`config.mk`:
```
export PLATFORM = sky130hd
export DESIGN_NAME = sevenseg_scan
export DESIGN_NICKNAME = d
export VERILOG_FILES = /design/src/rtl/sevenseg_scan.sv
export SDC_FILE = /design/constraint.sdc
export NUM_CORES = 1
export LEC_CHECK = 0
export ABC_AREA = 0
export BUFFER_PORTS_ARGS = -buffer_cell sky130_fd_sc_hd__clkbuf_2
export CAP_MARGIN = 20
export CELL_PAD_IN_SITES_DETAIL_PLACEMENT = 1
export CELL_PAD_IN_SITES_GLOBAL_PLACEMENT = 1
export CORE_ASPECT_RATIO = 2
export CORE_MARGIN = 4
export CORE_UTILIZATION = 48
export CTS_CLUSTER_DIAMETER = 60
export DETAILED_ROUTE_END_ITERATION = 8
export GPL_ROUTABILITY_DRIVEN = 0
export HOLD_SLACK_MARGIN = 0.15
export PLACE_DENSITY = 0.77
export SETUP_SLACK_MARGIN = 0.05
export SYNTH_ARGS = -nofsm -noshare
export SYNTH_HDL_FRONTEND = slang
export SYNTH_SLANG_ARGS = --single-unit
```
`constraint.sdc`:
```
create_clock -name clk -period 3.55 [get_ports clk]
set_input_delay 0 -clock clk [delete_from_list [all_inputs] [get_ports clk]]
set_output_delay 0 -clock clk [all_outputs]
set_load 0.01 [all_outputs]
```
`src/rtl/sevenseg_scan.sv`:
```
// Multiplexed seven-segment driver: prescaled digit scan, frame-synchronous data commit,
// per-digit decimal points, leading-zero blanking and display enable.
module sevenseg_scan #(
    parameter int DIGITS      = 4,
    parameter int REFRESH_DIV = 100000
) (
    input  logic                  clk,
    input  logic                  reset,
    input  logic [4*DIGITS-1:0]   data,
    input  logic [DIGITS-1:0]     dp,
    input  logic                  load,
    input  logic                  blank_lz,
    input  logic                  enable,
    output logic [DIGITS-1:0]     anode,
    output logic [7:0]            catode
);

    localparam int PW = (REFRESH_DIV > 1) ? $clog2(REFRESH_DIV) : 1;
    localparam int IW = (DIGITS > 1) ? $clog2(DIGITS) : 1;
    localparam logic [PW-1:0] PRESC_MAX = PW'(REFRESH_DIV - 1);
    localparam logic [IW-1:0] INDEX_MAX = IW'(DIGITS - 1);

    logic [PW-1:0]         r_presc;
    logic [IW-1:0]         r_index;
    logic [4*DIGITS-1:0]   r_pend_data;
    logic [DIGITS-1:0]     r_pend_dp;
    logic                  r_pend_flag;
    logic [4*DIGITS-1:0]   r_disp_data;
    logic [DIGITS-1:0]     r_disp_dp;
    logic [DIGITS-1:0]     r_anode;
    logic [7:0]            r_catode;

    logic                  w_tick;
    logic                  w_boundary;
    logic [DIGITS-1:0]     w_lz;
    logic [3:0]            w_nibble;
    logic                  w_dp_bit;
    logic                  w_blank;
    logic [6:0]            w_seg;

    assign w_tick     = (r_presc == PRESC_MAX);
    assign w_boundary = w_tick && (r_index == INDEX_MAX);

    // NOTE: sequential state uses non-blocking assignments so every register samples pre-edge values.
    always_ff @(posedge clk or posedge reset) begin
        if (reset) begin
            r_presc <= '0;
            r_index <= '0;
        end else begin
            r_presc <= w_tick ? '0 : r_presc + 1'b1;
            if (w_tick)
                r_index <= (r_index == INDEX_MAX) ? '0 : r_index + 1'b1;
        end
    end

    // A load coinciding with the frame boundary bypasses the pending stage entirely.
    always_ff @(posedge clk or posedge reset) begin
        if (reset) begin
            r_pend_data <= '0;
            r_pend_dp   <= '0;
            r_pend_flag <= 1'b0;
            r_disp_data <= '0;
            r_disp_dp   <= '0;
        end else if (w_boundary) begin
            r_pend_flag <= 1'b0;
            if (load) begin
                r_disp_data <= data;
                r_disp_dp   <= dp;
            end else if (r_pend_flag) begin
                r_disp_data <= r_pend_data;
                r_disp_dp   <= r_pend_dp;
            end
        end else if (load) begin
            r_pend_data <= data;
            r_pend_dp   <= dp;
            r_pend_flag <= 1'b1;
        end
    end

    // Walk from the most significant digit down; a digit blanks while everything above it is zero.
    always_comb begin : lz_scan
        logic w_zero_above;
        w_lz         = '0;
        w_zero_above = 1'b1;
        for (int i = DIGITS - 1; i >= 0; i--) begin
            w_zero_above = w_zero_above && (r_disp_data[4*i +: 4] == 4'h0);
            w_lz[i]      = w_zero_above && (i != 0);
        end
    end

    // NOTE: every combinational output gets a default first so no latch is inferred.
    always_comb begin
        w_nibble = 4'h0;
        w_dp_bit = 1'b0;
        w_blank  = 1'b0;
        for (int i = 0; i < DIGITS; i++) begin
            if (r_index == IW'(i)) begin
                w_nibble = r_disp_data[4*i +: 4];
                w_dp_bit = r_disp_dp[i];
                w_blank  = blank_lz && w_lz[i];
            end
        end
    end

    always_comb begin
        w_seg = 7'h7F;
        case (w_nibble)
            4'h0: w_seg = 7'h40;
            4'h1: w_seg = 7'h79;
            4'h2: w_seg = 7'h24;
            4'h3: w_seg = 7'h30;
            4'h4: w_seg = 7'h19;
            4'h5: w_seg = 7'h12;
            4'h6: w_seg = 7'h02;
            4'h7: w_seg = 7'h78;
            4'h8: w_seg = 7'h00;
            4'h9: w_seg = 7'h10;
            4'hA: w_seg = 7'h08;
            4'hB: w_seg = 7'h03;
            4'hC: w_seg = 7'h46;
            4'hD: w_seg = 7'h21;
            4'hE: w_seg = 7'h06;
            4'hF: w_seg = 7'h0E;
            default: w_seg = 7'h7F;
        endcase
    end

    always_ff @(posedge clk or posedge reset) begin
        if (reset) begin
            r_anode  <= '1;
            r_catode <= 8'hFF;
        end else if (enable) begin
            r_anode  <= ~(DIGITS'(1) << r_index);
            r_catode <= {~w_dp_bit, (w_blank ? 7'h7F : w_seg)};
        end else begin
            r_anode  <= '1;
            r_catode <= 8'hFF;
        end
    end

    assign anode  = r_anode;
    assign catode = r_catode;

endmodule

```
**Word level (Yosys, flattened, before mapping)**

Memories as Yosys holds them, arrays and structs flattened.
Index checks and enable logic that the tools add are counted.

- Flip-flop bits (word level): 72
- ROM bits: 112
- Bits of input ports: 25
- Output and inout bits: 12
- Memories: 1

- $add $sub $neg: 2
- Eq/ne operators: 4
- Shift-type cells: 1
- Muxes and demuxes: 22
- Bitwise logic cells: 3
- Reductions and logical operators: 14

Memory list:

| name | words | width | read ports | clocked after memory_dff | write ports | RTL line | source |
|---|---|---|---|---|---|---|---|
| (no name shown) | 16 | 7 | 1 | 0 | 0 | 107 | `case (w_nibble)` |

Operator list:

| operator | count |
|---|---|
| two-way mux 16 bit | 2 |
| two-way mux 4 bit | 7 |
| adder 17 x 1 -> 17 bit, second input constant | 1 |
| equality test 17 bit, second input constant | 1 |
| two-way mux 17 bit | 1 |
| logical NOT 4 bit | 3 |
| two-way mux 1 bit | 9 |
| two-way mux 8 bit | 1 |
| two-way mux 7 bit | 1 |
| logical AND 1 bit | 6 |
| equality test 2 bit, second input constant | 2 |
| inverter 4 bit | 1 |
| AND reduction 2 bit | 2 |
| nonzero test 2 bit | 2 |
| left shift 1 x 2 -> 4 bit, first input constant | 1 |
| adder 2 x 1 -> 2 bit, second input constant | 1 |
| equality test 2 x 1 -> 1 bit, second input constant | 1 |
| logical NOT 2 bit | 1 |
| two-way mux 2 bit | 1 |
| inverter 1 bit | 2 |

**Depth between registers and ports, before layout**

Gate-level depths: netlist (run 1).

- Depth in word-level cells: 9
- Gate-level depth with buffers: 11
- Mapped depth without buffers: 10

**Worst setup path before layout (run 1)**

OpenSTA, ideal clock, no wires.

- Path type: register -> register
- From: register r_index[1]
- To: register r_catode[1], in the netlist catode[1]
- Setup time: 0.066 ns
- Arrival: 2.504 ns
- Data required time: 3.484 ns
- Setup slack: 0.980 ns
- Cell stages (with the launch flop): 12
- Period minus slack after synthesis: 2.570 ns
- Path through: dfrtp_1 -> inv_1 -> ha_1 -> clkbuf_1 -> nor2b_1 -> a22oi_1 -> a221oi_1 -> inv_1 -> ha_1 -> nor2_1 -> a211o_1 -> nand3_1

- Word-level cells in the longest chain between the ends: 8
- Elaborated cells on any way between the ends: 14
- Those cells by class: 3 x eq/ne; 9 x mux; 1 x reduce/logical; 1 x memory

RTL lines:

| item | RTL line | source |
|---|---|---|
| from (decl) | 24 | `logic [IW-1:0] r_index;` |
| from (signal assigned) | 52 | `r_index <= (r_index == INDEX_MAX) ? '0 : r_index + 1'b1;` |
| logical NOT 2 bit | 97 | `if (r_index == IW'(i)) begin` |
| two-way mux 4 bit (4 in series) | 97 |  |
| memory (16 x 7 bit) | -- |  |
| two-way mux 7 bit * | 134 | `r_catode <= {~w_dp_bit, (w_blank ? 7'h7F : w_seg)};` |
| two-way mux 8 bit * | 132 | `end else if (enable) begin` |
| to (signal assigned) | 134 |  |
| to (decl) | 31 | `logic [7:0] r_catode;` |

Every way passes the cells marked *; elsewhere a longest branch is shown, timed or not.
A chain may end at the register's enable or synchronous reset.

**Worst setup path in the final report (run 1)**

- From: register r_index[1]
- To: register r_catode[3], in the netlist catode[3]

Same word-level chain as after synthesis.

==> metrics.txt, run 1 <==
Synth warnings=0; Setup violations, final=0; vias per cell=approximately 5.7; synthesized net count=349; I/O Buffers=36; deepest clock path buffer count=2; DIE WIDTH=70.1 um; Fmax=369 MHz; crit-path leading delay family=compound AO/OA/AOI/OAI gates; vias in the first global route=3009; chip height=between 100 and 150 um; CTS clk-pin slew, worst paths=0.06 ns; critical path startpoint category=register; largest family of logic cells by synthesized area=simple AND/OR/NAND/NOR gates; drt wl/cell=18.6 um; hold crit path type=primary input to register; syn avg cell area=11.9 sq um; sequential share of the synthesized area=0.490; mux cell area share after synthesis=0.0840; Buf/Inv on CP=2; Die ar.=9280 sq um; setup TNS=0 ns; min Tclk post-route=roughly 2.7 ns; post-synthesis cell type count=56; largest net degree at the start of global routing=47; placed instance area=3940 sq um; Hold Violations, Final=0; worst-margin pin slew=0.960 ns; worst path arrival time=about 3 ns; Area Overhead vs Synth=22.0%; clock tree root buffer cell=clkbuf_16; number of DRC markers in iteration 0=roughly 130; Core ar.=7540 sq um; Worst slew margin=0.359; H-tree levels=3; CTS tree=built; First-pass DRT Iterations=4; Final ANT Viol Nets=0; Initial Utilization=0.491; Slew Limit Fails=0; Pleak=2.06 nW; final instance area=about 4500 sq um; Clock Sink Count=a little over 70; CP peak stage delay=~0.40 ns; GRT overflow=0; fin crit share=0.764; compound-cell area share of the yosys netlist=0.151; dpl hpwl=6.30 mm; status=completed; number of nets in the layout=411; first-pass GRT wire length=roughly 15 mm; crit path kind=register to register; #FFs+latches synth=72; Post-synth EDFFs=0; I/O pin cnt=37; post-synthesis adder-cell area fraction=0.0405; ys async rst share=1.00; Vias=2704; Cell Count, Final, Fillers Out=about 470; Synth Instances=312; Rows=45; ANT cells=0; Req. time, crit path=between 3 and 4 ns; placed insts=434; Tot GR Track Use=0.206; Synth Cell Area=3710 sq um; total wire length=~8.8 mm; Synth Area in XOR/XNOR=0.0331; Residual DRC=0; crit-path max FO=10; initial antenna violation count=0; unrepaired setup endpoints after global routing=no; Final Skew=0.00652 ns; Power Density=474 nW/um^2; TritonCTS buffer count=9; Setup crit end kind=register; slowest CP cell=dfrtp_1; layout cells sized above 1=0.314; Max IR drop VDD=264 uV; Skew-Pair Late Insertion Delay=0.34 ns; Max-Cap Viols=0; Simple-Gate Fraction of Synth Area=0.154; worst path cell trace=inv_1 -> ha_1 -> nor2b_1 -> a221o_1 -> a22oi_1 -> inv_1 -> ha_1 -> mux2_2 -> nor2_1 -> o21ai_0; ys flop type=dfrtp_1
[worst reg2reg max path, delay by kind of cell, from the launching register on]
| kind | cells | cell delay [ns] |
|---|---|---|
| buf+inv | 2 | 0.30 |
| simple gates | 2 | 0.22 |
| fa+ha+maj | 2 | 0.63 |
| flops | 1 | 0.40 |
| compound gates | 3 | 0.79 |
| mux | 1 | 0.27 |
[registers in the layout, summed over array words and instances (netlist names)]
signal and flops:
r_presc 17, r_disp_data 16, r_pend_data 16, catode 8, anode 4, r_disp_dp 4
r_pend_dp 4, r_index 2, r_pend_flag 1
[synth_stat cells, types with 6 or more instances]
library cell  count  area, sq um
a2bb2oi_1         6         52.6
a2bb2oi_2        10          150
clkbuf_1          9         33.8
dfrtp_1          60         1500
dfstp_2          12          315
ha_1             12          150
inv_1            18         67.6
mux2_4           20          300
nand2_1          20         75.1
nand3_1          18         90.1
nor2_1           16         60.1
nor2b_1           6         37.5
o21ai_0          11         55.1
o22ai_1           9         56.3
xnor2_1           7         61.3
xor2_1            7         61.3
[stage by stage]
step | setup WS, ns | utilization | hold WS [ns] | power [mW]
CTS | 0.843 | 0.600 | 0.266 | 2.16
floorplan | 0.980 | - | 0.0393 | 1.02
detailed placement | 0.870 | 0.522 | 0.228 | 1.08
global route | 0.567 | 0.600 | 0.337 | 2.22
global placement | 1.01 | 0.522 | 0.226 | 1.07
finish | 0.839 | 0.600 | 0.283 | 2.14
[cell families after synthesis]
group                      Yosys count
AOI/OAI and AO/OA                   66
xor gates and xnor gates            14
adders and majority gates           12
buffers and inverters               32
DFF                                 72
muxes                               21
and+or+nand+nor                     95
[cell usage in the layout (no fill, tap or decap), types with 10 or more instances in the layout]
cell            n
o21ai_0        11
nor2_1         16
dfstp_2        12
dfrtp_1        60
nand3_1        18
dlygate4sd3_1  23
clkbuf_2       36
nand2_1        20
a2bb2oi_2      10
inv_1          17
ha_1           12
mux2_4         20
[layer usage]
metal  vias to the layer above  GRT usage  routed length, um
met1                      1375      0.226               3290
met2                        48      0.360               4870
met4                         0      0.130                431
li1                       1252          -                  -
met5                         -          0                  0
met3                        29     0.0328                206
[worst paths after layout]
check	slack [ns]	cells past startpoint	endpoint	startpoint
min in group asynchronous	0.42	3	r_pend_data[11]	reset
max in group asynchronous	2.19	4	catode[2]	reset
setup reg to reg	0.84	10	catode[3]	r_index[1]
hold / removal	0.28	5	catode[1]	blank_lz
setup / recovery	0.84	10	catode[3]	r_index[1]
hold reg to reg	0.49	1	r_presc[0]	r_presc[0]
[where the power goes]
group	internal [mW]	switching, mW
Clock	0.723	0.338
Sequential	0.866	0.0249
Combinational	0.0991	0.0918
Total	1.69	0.455
[area by class of cell]
cell class                      instances  area (sq um)
Inverter                               19          71.3
Fill cell                             806          3020
Timing Repair Buffer                   64           448
Multi-Input combinational cell        208          1710
Clock buffer                           11           253
Tap cell                               94           118
Sequential cell                        72          1820
Clock inverter                          5           103
[timing repair]
action | CTS | global route
endpoints found under the hold margin | 94 | 0
resized for setup | 0 | 0
hold buffers | 23 | 0
setup buffers | 0 | 0
Power figures use the tool's default switching activity.
==> run 2, diff against run 1 <==
clock period = 2.7 ns   (was 3.55 ns; I/O delays follow)
==> run 2 against run 1 <==
Register-to-register slack got worse by 0.63 ns. Cell count increased by 0.42%. Worst setup slack got worse by 0.63 ns. Largest cell class unchanged. Highest routed layer unchanged.
==> metrics.txt, run 2 (synthesized netlist as in run 1, its figures left out) <==
I/O pin cnt=37 (unchanged); Clock Sink Count=72 (unchanged); fin crit share=0.922 (was 0.764); Req. time, crit path=2.98 ns (was 3.78 ns); highest-count cells in the layout ignoring fill and taps=dfrtp_1, clkbuf_2, dlygate4sd3_1, mux2_4, nand2_1 (unchanged); Die ar.=9280 sq um (unchanged); Cell Count, Final, Fillers Out=475 (was 473); I/O Buffers=36 (unchanged); number of nets in the layout=412 (was 411); Pleak=2.05 nW (was 2.06 nW); clock tree root buffer cell=clkbuf_16 (unchanged); vias per cell=5.74 (was 5.72); hold crit path type=primary input to register (unchanged); Setup crit end kind=register (unchanged); min Tclk post-route=2.49 ns (was 2.71 ns); Area Overhead vs Synth=21.1% (was 22.0%); Fmax=402 MHz (was 369 MHz); worst path cell trace=inv_1 -> ha_1 -> nor2b_1 -> a22oi_1 -> a221oi_1 -> buf_4 -> inv_1 -> ha_1 -> nor2_1 -> a211o_1 -> nand3_1 (was inv_1 -> ha_1 -> nor2b_1 -> a221o_1 -> a22oi_1 -> inv_1 -> ha_1 -> mux2_2 -> nor2_1 -> o21ai_0); Setup Buffers After CTS=0 (unchanged); number of DRC markers in iteration 0=90 (was 126); placed insts=436 (was 434); commonest non-fill, non-tap cell in the layout=dfrtp_1 (unchanged); drt wl/cell=19.5 um (was 18.6 um); largest registers=r_presc x17, r_disp_data x16, r_pend_data x16 (unchanged); CP peak stage delay=0.41 ns (was 0.40 ns); critical path startpoint category=register (unchanged); deepest clock path buffer count=2 (unchanged); CTS clk-pin slew, worst paths=0.06 ns (about the same); total power=2.62 mW (was 2.14 mW); Slew Limit Fails=0 (unchanged); worst-margin pin slew=0.726 ns (was 0.960 ns); Max IR drop VDD=582 uV (was 264 uV); Hold Violations, Final=0 (unchanged); Final Skew=0.00760 ns (was 0.00652 ns); number of flip-flops in the largest register=17 (unchanged); unrepaired setup endpoints after global routing=no (unchanged); status=completed (unchanged); largest net degree at the start of global routing=39 (was 47); Residual DRC=0 (unchanged); setup TNS=0 ns (unchanged); TritonCTS buffer count=9 (unchanged); Setup violations, final=0 (unchanged); H-tree levels=3 (unchanged); Initial Utilization=0.491 (unchanged); final hold slack=0.165 ns (was 0.283 ns); Rows=45 (unchanged); dpl hpwl=6.39 mm (was 6.30 mm); Biggest register=r_presc (unchanged); crit-path leading delay family=compound AO/OA/AOI/OAI gates (unchanged); Worst slew margin=0.515 (was 0.359); initial antenna violation count=1 (was 0); layout cells sized above 1=0.316 (was 0.314); crit path kind=register to register (unchanged); First-pass DRT Iterations=4 (unchanged); Max-Cap Viols=0 (unchanged); worst path arrival time=2.77 ns (was 2.95 ns); first-pass GRT wire length=15.5 mm (was 14.9 mm); Core ar.=7540 sq um (unchanged); slowest CP cell=dfrtp_1 (unchanged); Buf/Inv on CP=3 (was 2); chip height=132 um (unchanged); crit-path max FO=7 (was 10); Final ANT Viol Nets=0 (unchanged); vias in the first global route=3001 (was 3009); Vias=2725 (was 2704); DIE WIDTH=70.1 um (unchanged); GRT overflow=0 (unchanged); total wire length=9.26 mm (was 8.80 mm); CTS tree=built (unchanged); Tot GR Track Use=0.215 (was 0.206); FILL cells=822 (was 806); final core utilization=0.595 (was 0.600); Skew-Pair Late Insertion Delay=0.34 ns (about the same); Power Density=583 nW/um^2 (was 474 nW/um^2)
-- run 2: changes by cell type in the layout (fill, tap and decap cells not counted), sizes merged --
| cell | previous run | this run |
|---|---|---|
| clkinvlp | 1 | 0 |
| clkbuf | 47 | 49 |
| dlygate4sd3 | 23 | 22 |
| diode | 0 | 1 |
| buf | 5 | 7 |
| bufinv | 3 | 1 |
| clkinv | 1 | 2 |
-- run 2: worst register-to-register path: stages (launching register included) --
cell and delay (ns):
dfrtp_1 0.41, inv_1 0.13, ha_1 0.24, nor2b_1 0.29, a22oi_1 0.12, a221oi_1 0.27, buf_4 0.20, inv_1 0.09
ha_1 0.30, nor2_1 0.05, a211o_1 0.26, nand3_1 0.08
-- run 2: per-layer routing --
layer	global-route usage	routed length, um	share of wire
met1	0.233	3420	0.37
met2	0.386	5240	0.57
met3	0.0412	252	0.027
met4	0.118	348	0.038
met5	0	0	0
-- run 2: worst paths after layout --
| check | startpoint | endpoint | slack, ns | depth (start not counted) |
|---|---|---|---|---|
| worst max-delay path | r_index[1] | catode[1] | 0.21 | 11 |
| worst min-delay path | load | r_pend_flag | 0.16 | 3 |
| worst max register to register | r_index[1] | catode[1] | 0.21 | 11 |
| worst min register to register | r_presc[13] | r_presc[13] | 0.49 | 1 |
| max in group asynchronous | reset | r_disp_data[2] | 1.69 | 4 |
| min in group asynchronous | reset | r_pend_data[10] | 0.33 | 3 |
-- run 2: layout make-up --
class,instances,area [sq um],share of cell area
sequential,72,1820,0.405
multi-input combinational,208,1720,0.382
timing repair buffer,65,465,0.104
clock buffer,13,260,0.0580
tap,94,118,0.0262
inverter,19,71.3,0.0159
clock inverter,3,40.0,0.00892
antenna,1,2.50,0.000557
-- run 2: power breakdown --
group,switching (mW),total (mW),internal [mW],leakage (nW)
combinational,0.123,0.255,0.132,1.04
clock,0.429,1.19,0.762,0.150
sequential,0.0346,1.17,1.14,0.862
-- run 2: per-stage QoR --
stage / setup WS, ns / instance area [sq um]
2_1_floorplan: 0.130 / 3710
3_3_place_gp: 0.358 / 3970
3_5_place_dp: 0.183 / 3970
4_1_cts: 0.158 / 4490
5_1_grt: 0.0521 / 4490
6_report: 0.211 / 4490
-- run 2: timing repair --
item                                    4_1_cts  5_1_grt
hold buffers                                 22        0
endpoints found under the setup margin        0        4
gates resized for setup                       0        1
hold endpoints to repair                     67        0
==> run 3, diff against run 2 <==
CORE_ASPECT_RATIO = not set   (was 2)
CORE_UTILIZATION = 40   (was 48)
PLACE_DENSITY = 0.66   (was 0.77)
==> run 3 against run 2 <==
Combinational power is 3% lower. Via count is 2.5% lower. First-iteration DRC count is 7.8% higher. Highest routed layer unchanged. Clock-buffer cell count is 1 higher. Clock power is 23% lower. Die area is 17% higher.
==> metrics.txt, run 3 (synthesized netlist as in run 1, its figures left out) <==
status=completed (unchanged); Hold Violations, Final=0 (unchanged); Setup crit end kind=register (unchanged); Initial Utilization=0.419 (was 0.491); Core ar.=8850 sq um (was 7540 sq um); placed instance area=3980 sq um (was 3970 sq um); largest registers=r_presc x17, r_disp_data x16, r_pend_data x16 (unchanged); Vias=2657 (was 2725); Req. time, crit path=2.93 ns (was 2.98 ns); hold crit path type=primary input to register (unchanged); Critical Path Start=r_index[1] (unchanged); number of nets in the layout=414 (was 412); CTS tree=built (unchanged); fin crit share=0.903 (was 0.922); vias in the first global route=2867 (was 3001); H-tree levels=3 (unchanged); GRT overflow=0 (unchanged); CTS clk-pin slew, worst paths=0.07 ns (was 0.06 ns); commonest non-fill, non-tap cell in the layout=dfrtp_1 (unchanged); Pleak=2.02 nW (was 2.05 nW); vias per cell=5.42 (was 5.74); layout cells sized above 1=0.319 (was 0.316); crit-path leading delay family=compound AO/OA/AOI/OAI gates (unchanged); Max-Cap Viols=0 (unchanged); crit path kind=register to register (unchanged); I/O pin cnt=37 (unchanged); Buf/Inv on CP=2 (was 3); clock tree root buffer cell=clkbuf_8 (was clkbuf_16); Hold Path Origin=blank_lz (was load); Slew Limit Fails=0 (unchanged); setup TNS=0 ns (unchanged); highest-count cells in the layout ignoring fill and taps=dfrtp_1, clkbuf_2, dlygate4sd3_1, mux2_4, nand2_1 (unchanged); first-pass GRT wire length=14.5 mm (was 15.5 mm); worst path cell trace=inv_1 -> ha_1 -> nor2b_1 -> a221o_1 -> a22oi_1 -> inv_1 -> ha_1 -> nor2b_1 -> a21oi_1 -> o221ai_1 (was inv_1 -> ha_1 -> nor2b_1 -> a22oi_1 -> a221oi_1 -> buf_4 -> inv_1 -> ha_1 -> nor2_1 -> a211o_1 -> nand3_1); final instance area=4430 sq um (was 4490 sq um); crit-path max FO=10 (was 7); Tot GR Track Use=0.163 (was 0.215); deepest clock path buffer count=2 (unchanged); Fmax=410 MHz (was 402 MHz); critical path startpoint category=register (unchanged); Final Skew=0.00742 ns (was 0.00760 ns); CP peak stage delay=0.40 ns (was 0.41 ns); dpl hpwl=5.79 mm (was 6.39 mm); drt wl/cell=16.6 um (was 19.5 um); ANT cells=0 (was 1); Power Density=527 nW/um^2 (was 583 nW/um^2); unrepaired setup endpoints after global routing=no (unchanged); I/O Buffers=36 (unchanged); worst-margin pin slew=0.806 ns (was 0.726 ns); Rows=34 (was 45); Die ar.=10900 sq um (was 9280 sq um); Residual DRC=0 (unchanged); Skew-Pair Late Insertion Delay=0.34 ns (about the same); total wire length=8.15 mm (was 9.26 mm); First-pass DRT Iterations=4 (unchanged); worst path arrival time=2.67 ns (was 2.77 ns); Final ANT Viol Nets=0 (unchanged); Worst R2R Start=r_index[1] (unchanged); DIE WIDTH=104 um (was 70.1 um); number of DRC markers in iteration 0=97 (was 90); Setup violations, final=0 (unchanged); chip height=104 um (was 132 um); Area Overhead vs Synth=19.5% (was 21.1%); Clock Sink Count=72 (unchanged); Worst slew margin=0.462 (was 0.515); slowest CP cell=dfrtp_1 (unchanged); min Tclk post-route=2.44 ns (was 2.49 ns); Biggest register=r_presc (unchanged); TritonCTS buffer count=9 (unchanged); number of flip-flops in the largest register=17 (unchanged); Max IR drop VDD=262 uV (was 582 uV); initial antenna violation count=0 (was 1); largest net degree at the start of global routing=38 (was 39)
## run 3: path summary, 6_finish.rpt
kind | end | slack, ns | cells past startpoint
worst max-delay path | catode[5] | 0.26 | 10
worst min-delay path | catode[1] | 0.28 | 5
worst max register to register | catode[5] | 0.26 | 10
worst min register to register | r_presc[13] | 0.51 | 1
max in group asynchronous | catode[7] | 1.54 | 4
min in group asynchronous | r_presc[14] | 0.35 | 3
## run 3: metal layers
layer	track usage	routed length, um	part of all wire	vias to the layer above
li1	-	-	-	1270
met1	0.220	3830	0.47	1332
met2	0.257	3930	0.48	45
met3	0.0286	255	0.031	10
met4	0.0665	132	0.016	0
met5	0	0	0	-
## run 3: through the flow
stage	hold slack (ns)	setup WS, ns	power (mW)	instances	util
after global routing	0.316	0.0513	2.45	490	0.501
after global placement	0.185	0.306	1.41	451	0.450
after CTS	0.253	0.161	2.37	490	0.500
after detailed placement	0.191	0.188	1.41	451	0.450
after floorplan	0.0393	0.130	1.34	312	-
final	0.277	0.262	2.33	490	0.501
## run 3: power breakdown
group | switching (mW) | total [mW] | internal [mW]
sequential | 0.0318 | 1.17 | 1.14
combinational | 0.116 | 0.248 | 0.132
clock | 0.391 | 0.918 | 0.527
## run 3: timing repair
action / 4_1_cts / 5_1_grt
hold endpoints to repair: 71 / 0
resized for setup: 0 / 1
buffers inserted: 0 / 0
setup endpoints to repair: 0 / 4
hold buffers: 23 / 0
## run 3: cell type report
class                   count  area (sq um)
clock buffers              14           183
multi-input cells         208          1720
clock inverters             2          35.0
well taps                 108           135
flip-flops and latches     72          1820
inverters                  19          71.3
fillers                   954          4420
repair buffers             67           470
## run 3: worst register-to-register path: stages (launching register included)
cell and delay [ns]:
dfrtp_1 0.40, inv_1 0.10, ha_1 0.33, nor2b_1 0.13
a221o_1 0.34, a22oi_1 0.18, inv_1 0.15, ha_1 0.27
nor2b_1 0.16, a21oi_1 0.13, o221ai_1 0.13
